## config.mk

```make
export PLATFORM = sky130hd
export DESIGN_NAME = dpll_trim_controller_flat
export DESIGN_NICKNAME = d
export VERILOG_FILES = /design/src/rtl/dpll_trim_controller_if.sv /design/src/rtl/dpll_trim_controller.sv /design/src/flat_wrapper.sv
export SDC_FILE = /design/constraint.sdc
export NUM_CORES = 1
export LEC_CHECK = 0
export ABC_AREA = 1
export BUFFER_PORTS_ARGS = -buffer_cell sky130_fd_sc_hd__buf_4
export CAP_MARGIN = 20
export CORE_ASPECT_RATIO = 1.75
export CORE_MARGIN = 2
export CORE_UTILIZATION = 55
export DETAILED_ROUTE_END_ITERATION = 12
export PLACE_DENSITY = 0.8
export REMOVE_ABC_BUFFERS = 1
export SYNTH_ARGS = -nofsm -noshare
export SYNTH_HDL_FRONTEND = slang
export SYNTH_SLANG_ARGS = --single-unit
```

## constraint.sdc

```tcl
create_clock -name clock -period 4.2 [get_ports clock]
set_clock_uncertainty 0.15 [all_clocks]
set_input_delay 1.26 -clock clock [delete_from_list [all_inputs] [get_ports clock]]
set_output_delay 1.26 -clock clock [all_outputs]
set_load 0.05 [all_outputs]
```

## src/rtl/dpll_trim_controller_if.sv

```systemverilog
// Control/trim bundle between the loop controller and its environment.
// The master drives the reference clock, ratio and bypass inputs; the slave returns the trim state.
interface dpll_trim_controller_if;
  logic        osc;
  logic [4:0]  div;
  logic        dco;
  logic [25:0] ext_trim;
  logic [25:0] trim;
  logic [4:0]  tval;
  logic        locked;

  modport master (
    output osc, div, dco, ext_trim,
    input  trim, tval, locked
  );

  modport slave (
    input  osc, div, dco, ext_trim,
    output trim, tval, locked
  );
endinterface

```

## src/rtl/dpll_trim_controller.sv

```systemverilog
// Frequency-locking trim controller for a 13-stage ring oscillator.
// Counts oscillator cycles per reference period and steps a thermometer trim code.
module dpll_trim_controller #(
  parameter int unsigned TOL       = 1,
  parameter int unsigned LOCK_CNT  = 4,
  parameter int unsigned INIT_TVAL = 13
) (
  input  logic                  clock,
  input  logic                  reset,
  dpll_trim_controller_if.slave bus
);

  localparam int unsigned LockW    = $clog2(LOCK_CNT + 1);
  localparam logic [63:0] TrimFull = (64'd1 << INIT_TVAL) - 64'd1;
  localparam logic [25:0] TrimInit = TrimFull[25:0];

  typedef enum logic [1:0] {StWait0, StWait1, StTrack} state_e;

  state_e             state_q, state_d;
  logic               s1_q, s2_q, s3_q;
  logic [6:0]         cnt_q, cnt_d;
  logic [6:0]         prev_q, prev_d;
  logic [4:0]         tval_q, tval_d;
  logic [LockW-1:0]   lock_cnt_q, lock_cnt_d;
  logic [25:0]        trim_q, trim_d;
  logic               locked_q, locked_d;

  logic               edge_det;
  logic [7:0]         sum, tgt;
  logic               too_fast, too_slow;
  logic [25:0]        therm;

  always_comb begin
    edge_det = s2_q & ~s3_q;
    cnt_d    = edge_det ? 7'd1 : ((cnt_q == 7'd127) ? cnt_q : cnt_q + 7'd1);

    // On an edge cycle cnt_q holds the cycle count of the period just ended.
    sum      = {1'b0, prev_q} + {1'b0, cnt_q};
    tgt      = {2'b00, bus.div, 1'b0};
    too_fast = sum > (tgt + 8'(TOL));
    too_slow = (sum + 8'(TOL)) < tgt;

    state_d    = state_q;
    prev_d     = prev_q;
    tval_d     = tval_q;
    lock_cnt_d = lock_cnt_q;

    if (bus.dco) begin
      state_d    = StWait0;
      lock_cnt_d = '0;
    end else if (edge_det) begin
      case (state_q)
        StWait0: state_d = StWait1;
        StWait1: begin
          prev_d  = cnt_q;
          state_d = StTrack;
        end
        StTrack: begin
          prev_d = cnt_q;
          if (bus.div == 5'd0) begin
            lock_cnt_d = '0;
          end else if (too_fast) begin
            if (tval_q < 5'd26) tval_d = tval_q + 5'd1;
            lock_cnt_d = '0;
          end else if (too_slow) begin
            if (tval_q != 5'd0) tval_d = tval_q - 5'd1;
            lock_cnt_d = '0;
          end else if (lock_cnt_q < LockW'(LOCK_CNT)) begin
            lock_cnt_d = lock_cnt_q + LockW'(1);
          end
        end
        default: state_d = StWait0;
      endcase
    end

    for (int i = 0; i < 26; i++) begin
      therm[i] = (5'(i) < tval_q);
    end
    trim_d   = bus.dco ? bus.ext_trim : therm;
    locked_d = (lock_cnt_q == LockW'(LOCK_CNT)) && !bus.dco && (state_q == StTrack);
  end

  always_ff @(posedge clock) begin
    if (reset) begin
      s1_q       <= 1'b0;
      s2_q       <= 1'b0;
      s3_q       <= 1'b0;
      cnt_q      <= '0;
      prev_q     <= '0;
      state_q    <= StWait0;
      tval_q     <= 5'(INIT_TVAL);
      lock_cnt_q <= '0;
      trim_q     <= TrimInit;
      locked_q   <= 1'b0;
    end else begin
      s1_q       <= bus.osc;
      s2_q       <= s1_q;
      s3_q       <= s2_q;
      cnt_q      <= cnt_d;
      prev_q     <= prev_d;
      state_q    <= state_d;
      tval_q     <= tval_d;
      lock_cnt_q <= lock_cnt_d;
      trim_q     <= trim_d;
      locked_q   <= locked_d;
    end
  end

  assign bus.trim   = trim_q;
  assign bus.tval   = tval_q;
  assign bus.locked = locked_q;

endmodule

```

## src/flat_wrapper.sv

```systemverilog
// flat-port wrapper written by rule: the top's interface ports become plain ports
module dpll_trim_controller_flat 
#(
  parameter int unsigned TOL       = 1,
  parameter int unsigned LOCK_CNT  = 4,
  parameter int unsigned INIT_TVAL = 13
)
  (clock, reset, bus_osc, bus_div, bus_dco, bus_ext_trim, bus_trim, bus_tval, bus_locked);
  dpll_trim_controller_if bus_i ();
  input  logic clock;
  input  logic reset;
  input wire logic [$bits(bus_i.osc)-1:0] bus_osc;
  input wire logic [$bits(bus_i.div)-1:0] bus_div;
  input wire logic [$bits(bus_i.dco)-1:0] bus_dco;
  input wire logic [$bits(bus_i.ext_trim)-1:0] bus_ext_trim;
  output wire logic [$bits(bus_i.trim)-1:0] bus_trim;
  output wire logic [$bits(bus_i.tval)-1:0] bus_tval;
  output wire logic [$bits(bus_i.locked)-1:0] bus_locked;
  assign bus_i.osc = bus_osc;
  assign bus_i.div = bus_div;
  assign bus_i.dco = bus_dco;
  assign bus_i.ext_trim = bus_ext_trim;
  assign bus_trim = bus_i.trim;
  assign bus_tval = bus_i.tval;
  assign bus_locked = bus_i.locked;
  dpll_trim_controller #(.TOL(TOL), .LOCK_CNT(LOCK_CNT), .INIT_TVAL(INIT_TVAL)) u_core (.clock(clock), .reset(reset), .bus(bus_i));
endmodule
```

## Word level (Yosys, flattened, before mapping)

Cells that the tools add are included.

| storage, ports and cells | value |
|---|---|
| flip-flop bits (word level) | 54 |
| bits of input ports | 35 |
| output and inout port bits | 32 |
| logic and storage cells | 87 |

| cells by class | value |
|---|---|
| $add $sub $neg | 7 |
| magnitude comparators | 30 |
| eq/ne operators | 6 |
| multiplexer cells | 12 |
| bitwise gates (word level) | 5 |
| reductions and logical operators | 16 |

Operators with widths:

| operator | count |
|---|---|
| less-than comparator 5 bit, first input constant | 10 |
| less-than comparator 4 x 5 -> 1 bit, first input constant | 8 |
| 2-to-1 mux 26 bit | 1 |
| less-than comparator 3 x 5 -> 1 bit, first input constant | 4 |
| 2-to-1 mux 5 bit | 4 |
| 2-to-1 mux 3 bit | 4 |
| less-than comparator 1 x 5 -> 1 bit, first input constant | 2 |
| less-than comparator 2 x 5 -> 1 bit, first input constant | 2 |
| adder 7 x 7 -> 8 bit | 1 |
| adder 8 x 1 -> 8 bit, second input constant | 1 |
| > comparator 8 bit | 1 |
| less-than comparator 8 x 6 -> 1 bit | 1 |
| adder 6 x 1 -> 7 bit, second input constant | 1 |
| adder 7 x 1 -> 7 bit, second input constant | 1 |
| == test 7 bit, second input constant | 1 |
| AND reduction 7 bit | 1 |
| one-hot mux 2 bit (3 select lines) | 1 |
| AND reduction 3 bit | 2 |
| OR reduction 2 bit | 3 |
| adder 5 x 1 -> 5 bit, second input constant | 1 |
| logical NOT 5 bit | 1 |
| less-than comparator 5 bit, second input constant | 1 |
| nonzero test 5 bit | 1 |
| subtractor 5 x 1 -> 5 bit, second input constant | 1 |
| 16 further kinds | 22 |

## Longest topological paths before layout

| depth | value |
|---|---|
| depth in word-level cells | 6 |
| gate-level depth with buffers | 24 |
| gate-level depth less buffers | 24 |

## Least setup slack after synthesis

No wires, ideal clock.

| path | value |
|---|---|
| path type | input -> register |
| start point | input bus_div[4] |
| end point | register u_core.lock_cnt_q[0] |
| library setup time | 0.113 ns |
| data arrival time | 2.606 ns |
| data required time | 3.937 ns |
| slack | 1.331 ns |
| stages on the path | 13 |
| buffers on the path | 0 |
| path through | inv_1 ha_1 nand2_1 nor2_1 nand4_1 nand2_1 nand2_2 nor2_8 nand2_4 o21ai_4 nand2_1 nand2_1 nor2_1 |

| on the way | value |
|---|---|
| longest elaborated chain between the ends | 4 |
| elaborated cells between the ends (all ways) | 9 |
| those cells by class | add/sub: 1; order compare: 2; mux: 3; reduce/logical: 3 |

Ends and longest elaborated chain:

| item | RTL line | RTL |
|---|---|---|
| from (decl) | flat_wrapper.sv:13 | `input wire logic [$bits(bus_i.div)-1:0] bus_div;` |
| adder 6 x 1 -> 7 bit or less-than comparator 8 x 6 -> 1 bit (tied branches) | dpll_trim_controller.sv:40, dpll_trim_controller.sv:41 |  |
| > comparator 8 bit or 2-to-1 mux 3 bit (tied branches) | dpll_trim_controller.sv:40, dpll_trim_controller.sv:65 |  |
| nonzero test 4 bit (no line) or 2-to-1 mux 3 bit (tied branches) | n/a |  |
| AND reduction 3 bit (no line) or 2-to-1 mux 3 bit (tied branches) | n/a |  |
| to (signal assigned) | dpll_trim_controller.sv:103 | `lock_cnt_q <= lock_cnt_d;` |
| to (decl) | dpll_trim_controller.sv:24 | `logic [LockW-1:0] lock_cnt_q, lock_cnt_d;` |

Parallel ways exist; a longest one is shown, timed or not.
A chain may end at the register's enable or synchronous reset.

## Worst setup path in the final report

| path | value |
|---|---|
| start point | register u_core.cnt_q[0] |
| end point | register u_core.lock_cnt_q[1] |

| on the way | value |
|---|---|
| longest elaborated chain between the ends | 6 |
| elaborated cells between the ends (all ways) | 9 |
| those cells by class | add/sub: 2; order compare: 2; mux: 3; reduce/logical: 2 |

Ends and longest elaborated chain:

| item | RTL line | RTL |
|---|---|---|
| from (decl) | dpll_trim_controller.sv:21 | `logic [6:0] cnt_q, cnt_d;` |
| from (signal assigned) | dpll_trim_controller.sv:99 | `cnt_q <= cnt_d;` |
| adder 7 x 7 -> 8 bit * | dpll_trim_controller.sv:38 | `sum = {1'b0, prev_q} + {1'b0, cnt_q};` |
| adder 8 x 1 -> 8 bit | dpll_trim_controller.sv:41 | `too_slow = (sum + 8'(TOL)) < tgt;` |
| less-than comparator 8 x 6 -> 1 bit | dpll_trim_controller.sv:41 |  |
| 2-to-1 mux 3 bit | dpll_trim_controller.sv:65 | `end else if (too_slow) begin` |
| 2-to-1 mux 3 bit | dpll_trim_controller.sv:62 | `end else if (too_fast) begin` |
| 2-to-1 mux 3 bit | dpll_trim_controller.sv:60 | `if (bus.div == 5'd0) begin` |

Every way passes the cells marked *; elsewhere a longest branch is shown, timed or not.

==> flow_summary.json <==
{
  "r2r_start": "u_core.cnt_q[0]",
  "yosysWarnings": 0,
  "synthToLayoutAreaGrowth_pct": 20.3,
  "insertion_delay_ns": 0.31,
  "die_x_microns": 61.3,
  "die-area_sq_um": 6400,
  "cts.sinks": 54,
  "power_leakage_nw": 1.88,
  "ctsHoldBuffers": 0,
  "drtIter0Drc": 136,
  "portBuffers": 66,
  "p_per_area_nw_per_um2": 262,
  "syn_inst": 439,
  "cp_data_arrival_time_ns": 3.26,
  "n_fill_cell": 505,
  "ir_worst_vdd_mv": 0.154,
  "drt_wl_total_mm": 7.47,
  "cp-end-kind": "flop",
  "crit_path_top_delay_cell": "fa_1",
  "hold_class": "flop to flop",
  "hold_depth": 2,
  "viasPerCell": 5.26,
  "avgSynthCellArea_sq_um": 7.20,
  "worstPathCellList": "ha_1 > fa_1 > nand3_1 > nand3b_1 > nand2_1 > inv_1 > ha_1 > nand2_1 > nor2_1 > nand4_1 > nand2_1 > nand2_2 > nor2_8 > nand2_4 > inv_2 > nand2_2 > nor2_1 > nor2_1 > nor2_1",
  "grt_max_degree": 29,
  "rr_worst_depth": 19,
  "io_pins": 67,
  "grt-ovfl-total": 0,
  "worstHoldStart": "u_core.s1_q",
  "die_h_microns": 104,
  "outcome": "completed",
  "netlist_area_sq_um": 3160,
  "cts_buffer_depth": 2,
  "drtPass1Iterations": 4,
  "cap_violations": 0,
  "drive_above_1_share_pct": 18.9,
  "cts_resized": 0,
  "use_met2_pct": 48.6,
  "h-tree-depth": 2,
  "antenna_found_initial": 0,
  "hold_path_end": "u_core.s2_q",
  "grt.busiest_layer": "met2",
  "grt_pass1_wl_mm": 12.5,
  "start_util_pct": 57.1,
  "finalMaxSlewViolations": 0,
  "cts_buffers": 5,
  "post-cts-setup-buffers": 0,
  "setup_viol_count_final": 0,
  "r2r_end": "u_core.lock_cnt_q[1]",
  "wl_per_cell_microns": 12.9,
  "placementRows": 36,
  "cpPeakStageDelay_ns": 0.42,
  "tightest_slew_ns": 0.687,
  "synth_edf_count": 0,
  "crit_fanout": 6,
  "place_inst": 571,
  "tns_ns": 0,
  "grt_util_all_layers_pct": 25.0,
  "synth_ff_type": "dfxtp_1",
  "path_class": "flop to flop",
  "hpwlAfterDp_mm": 5.98,
  "grt_util_met1_pct": 20.7,
  "synth_cell_type_count": 39,
  "hold_viol_final": 0,
  "clock_tree.root_cell": "clkbuf_8",
  "ys_seq_elements": 54,
  "worstPathRequired_ns": 4.30,
  "grt.met3_usage_pct": 3.73,
  "relSlewSlack_pct": 54.0,
  "drc": 0,
  "final_cell_count_no_fill": 579,
  "tritoncts": "yes",
  "min_period_over_period_pct": 75.2,
  "period_needed_ns": 3.16,
  "grt_pass1_vias": 3105,
  "async_flop_share_pct": 0,
  "critical_path.top_delay_family": "simple AND/OR/NAND/NOR gates",
  "startpoint_type": "flop",
  "worst-path-buf-inv": 2,
  "finalNetCount": 565,
  "clk_pin_slew_ns": 0.10,
  "rsz0062_at_grt": "no",
  "diodes": 0,
  "vias": 3044,
  "synth_seq_area_share_pct": 34.2,
  "place.gp.congestion": 0.874,
  "r2r_slack_ns": 1.04,
  "antenna_left": 0,
  "max_freq_ghz": 0.317,
  "core_area_sq_um": 5540,
  "crit_top_cell": "nor2_1"
}
[final cells by class]
cell class / count / area, sq um / area share, %
tap: 76 / 95.1 / 2.50
clock buffer: 5 / 68.8 / 1.81
multi-input combinational: 304 / 1770 / 46.6
inverter: 71 / 267 / 7.00
clock inverter: 3 / 23.8 / 0.625
timing repair buffer: 66 / 495 / 13.0
sequential: 54 / 1080 / 28.4
[power by group]
part,internal (mW),total [mW],switching [mW]
Sequential,0.528,0.534,0.00658
Clock,0.120,0.300,0.180
Combinational,0.0607,0.164,0.103
Total,0.708,0.997,0.290
[Yosys cell counts (2+ instances only)]
library cell | number | area, sq um
xor2_1 | 8 | 70.1
nand4_1 | 7 | 43.8
a21oi_1 | 38 | 190
dfxtp_1 | 54 | 1080
ha_1 | 27 | 338
a31oi_1 | 4 | 25.0
nand3_1 | 21 | 105
inv_2 | 2 | 7.51
inv_1 | 68 | 255
nor3_1 | 14 | 70.1
nor2_1 | 43 | 161
nand3_4 | 3 | 52.6
nand2_1 | 87 | 327
clkbuf_1 | 7 | 26.3
xnor2_1 | 2 | 17.5
nand2_2 | 4 | 25.0
buf_2 | 2 | 10.0
o21ai_0 | 24 | 120
nand2_4 | 4 | 45.0
[cell families (layout without fill, tap and decap cells)]
kind of cell             after synthesis  count (layout)  synth area share (%)
AND/OR/NAND/NOR                      189             189                  28.1
buffers and inverters                 81             145                  9.70
AO/OA/AOI/OAI                         77              77                  13.9
flip-flops                            54              54                  34.2
adder cells (fa/ha/maj)               28              28                  11.3
XOR/XNOR                              10              10                  2.77
[worst reg2reg max path, cell delays in order, from the launching register on]
cell and delay [ns]:
dfxtp_1 0.35, ha_1 0.21, fa_1 0.42, nand3_1 0.14
nand3b_1 0.09, nand2_1 0.15, inv_1 0.07, ha_1 0.29
nand2_1 0.07, nor2_1 0.12, nand4_1 0.09, nand2_1 0.20
nand2_2 0.13, nor2_8 0.15, nand2_4 0.10, inv_2 0.07
nand2_2 0.06, nor2_1 0.12, nor2_1 0.05, nor2_1 0.09
[metrics by stage]
stage	hold WS (ns)	setup WS, ns	instance area, sq um	power (mW)	util, %
after floorplan	0.238	1.33	3120	0.644	-
after global placement	0.244	1.03	3710	0.707	67.0
after detailed placement	0.248	1.02	3710	0.711	67.0
after CTS	0.263	1.05	3800	1.01	68.7
after global routing	0.282	0.726	3800	1.05	68.7
final	0.257	1.04	3800	0.997	68.7
[layer usage]
layer	vias up	part of all wire [%]
met3	33	4.4
met5	-	0
met1	1366	33
li1	1541	-
met2	104	56
met4	0	6.2
[layout by cell type (no fill, tap or decap), types with 14 or more instances in the layout]
cell	instances
dfxtp_1	54
ha_1	27
nor2_1	43
nand3_1	21
inv_1	68
o21ai_0	24
nand2_1	87
buf_4	66
a21oi_1	38
nor3_1	14
[flip-flops by register name (all words and copies together) (netlist names), 2 cells and up]
name,cells
u_core.bus.trim,26
u_core.prev_q,7
u_core.cnt_q,7
u_core.bus.tval,5
u_core.state_q,2
u_core.lock_cnt_q,3
[worst max path at each step]
| stage | end | slack (ns) | depth (start not counted) | start |
|---|---|---|---|---|
| floorplan | u_core.lock_cnt_q[0] | 1.33 | 13 | bus_div[4] |
| global placement | u_core.lock_cnt_q[1] | 1.03 | 14 | bus_div[4] |
| detailed placement | u_core.lock_cnt_q[1] | 1.02 | 14 | bus_div[4] |
| CTS | u_core.lock_cnt_q[1] | 1.05 | 19 | u_core.cnt_q[0] |
| global route | u_core.lock_cnt_q[2] | 0.73 | 20 | u_core.cnt_q[0] |
| finish | u_core.lock_cnt_q[1] | 1.04 | 19 | u_core.cnt_q[0] |
Power figures use the tool's default switching activity.
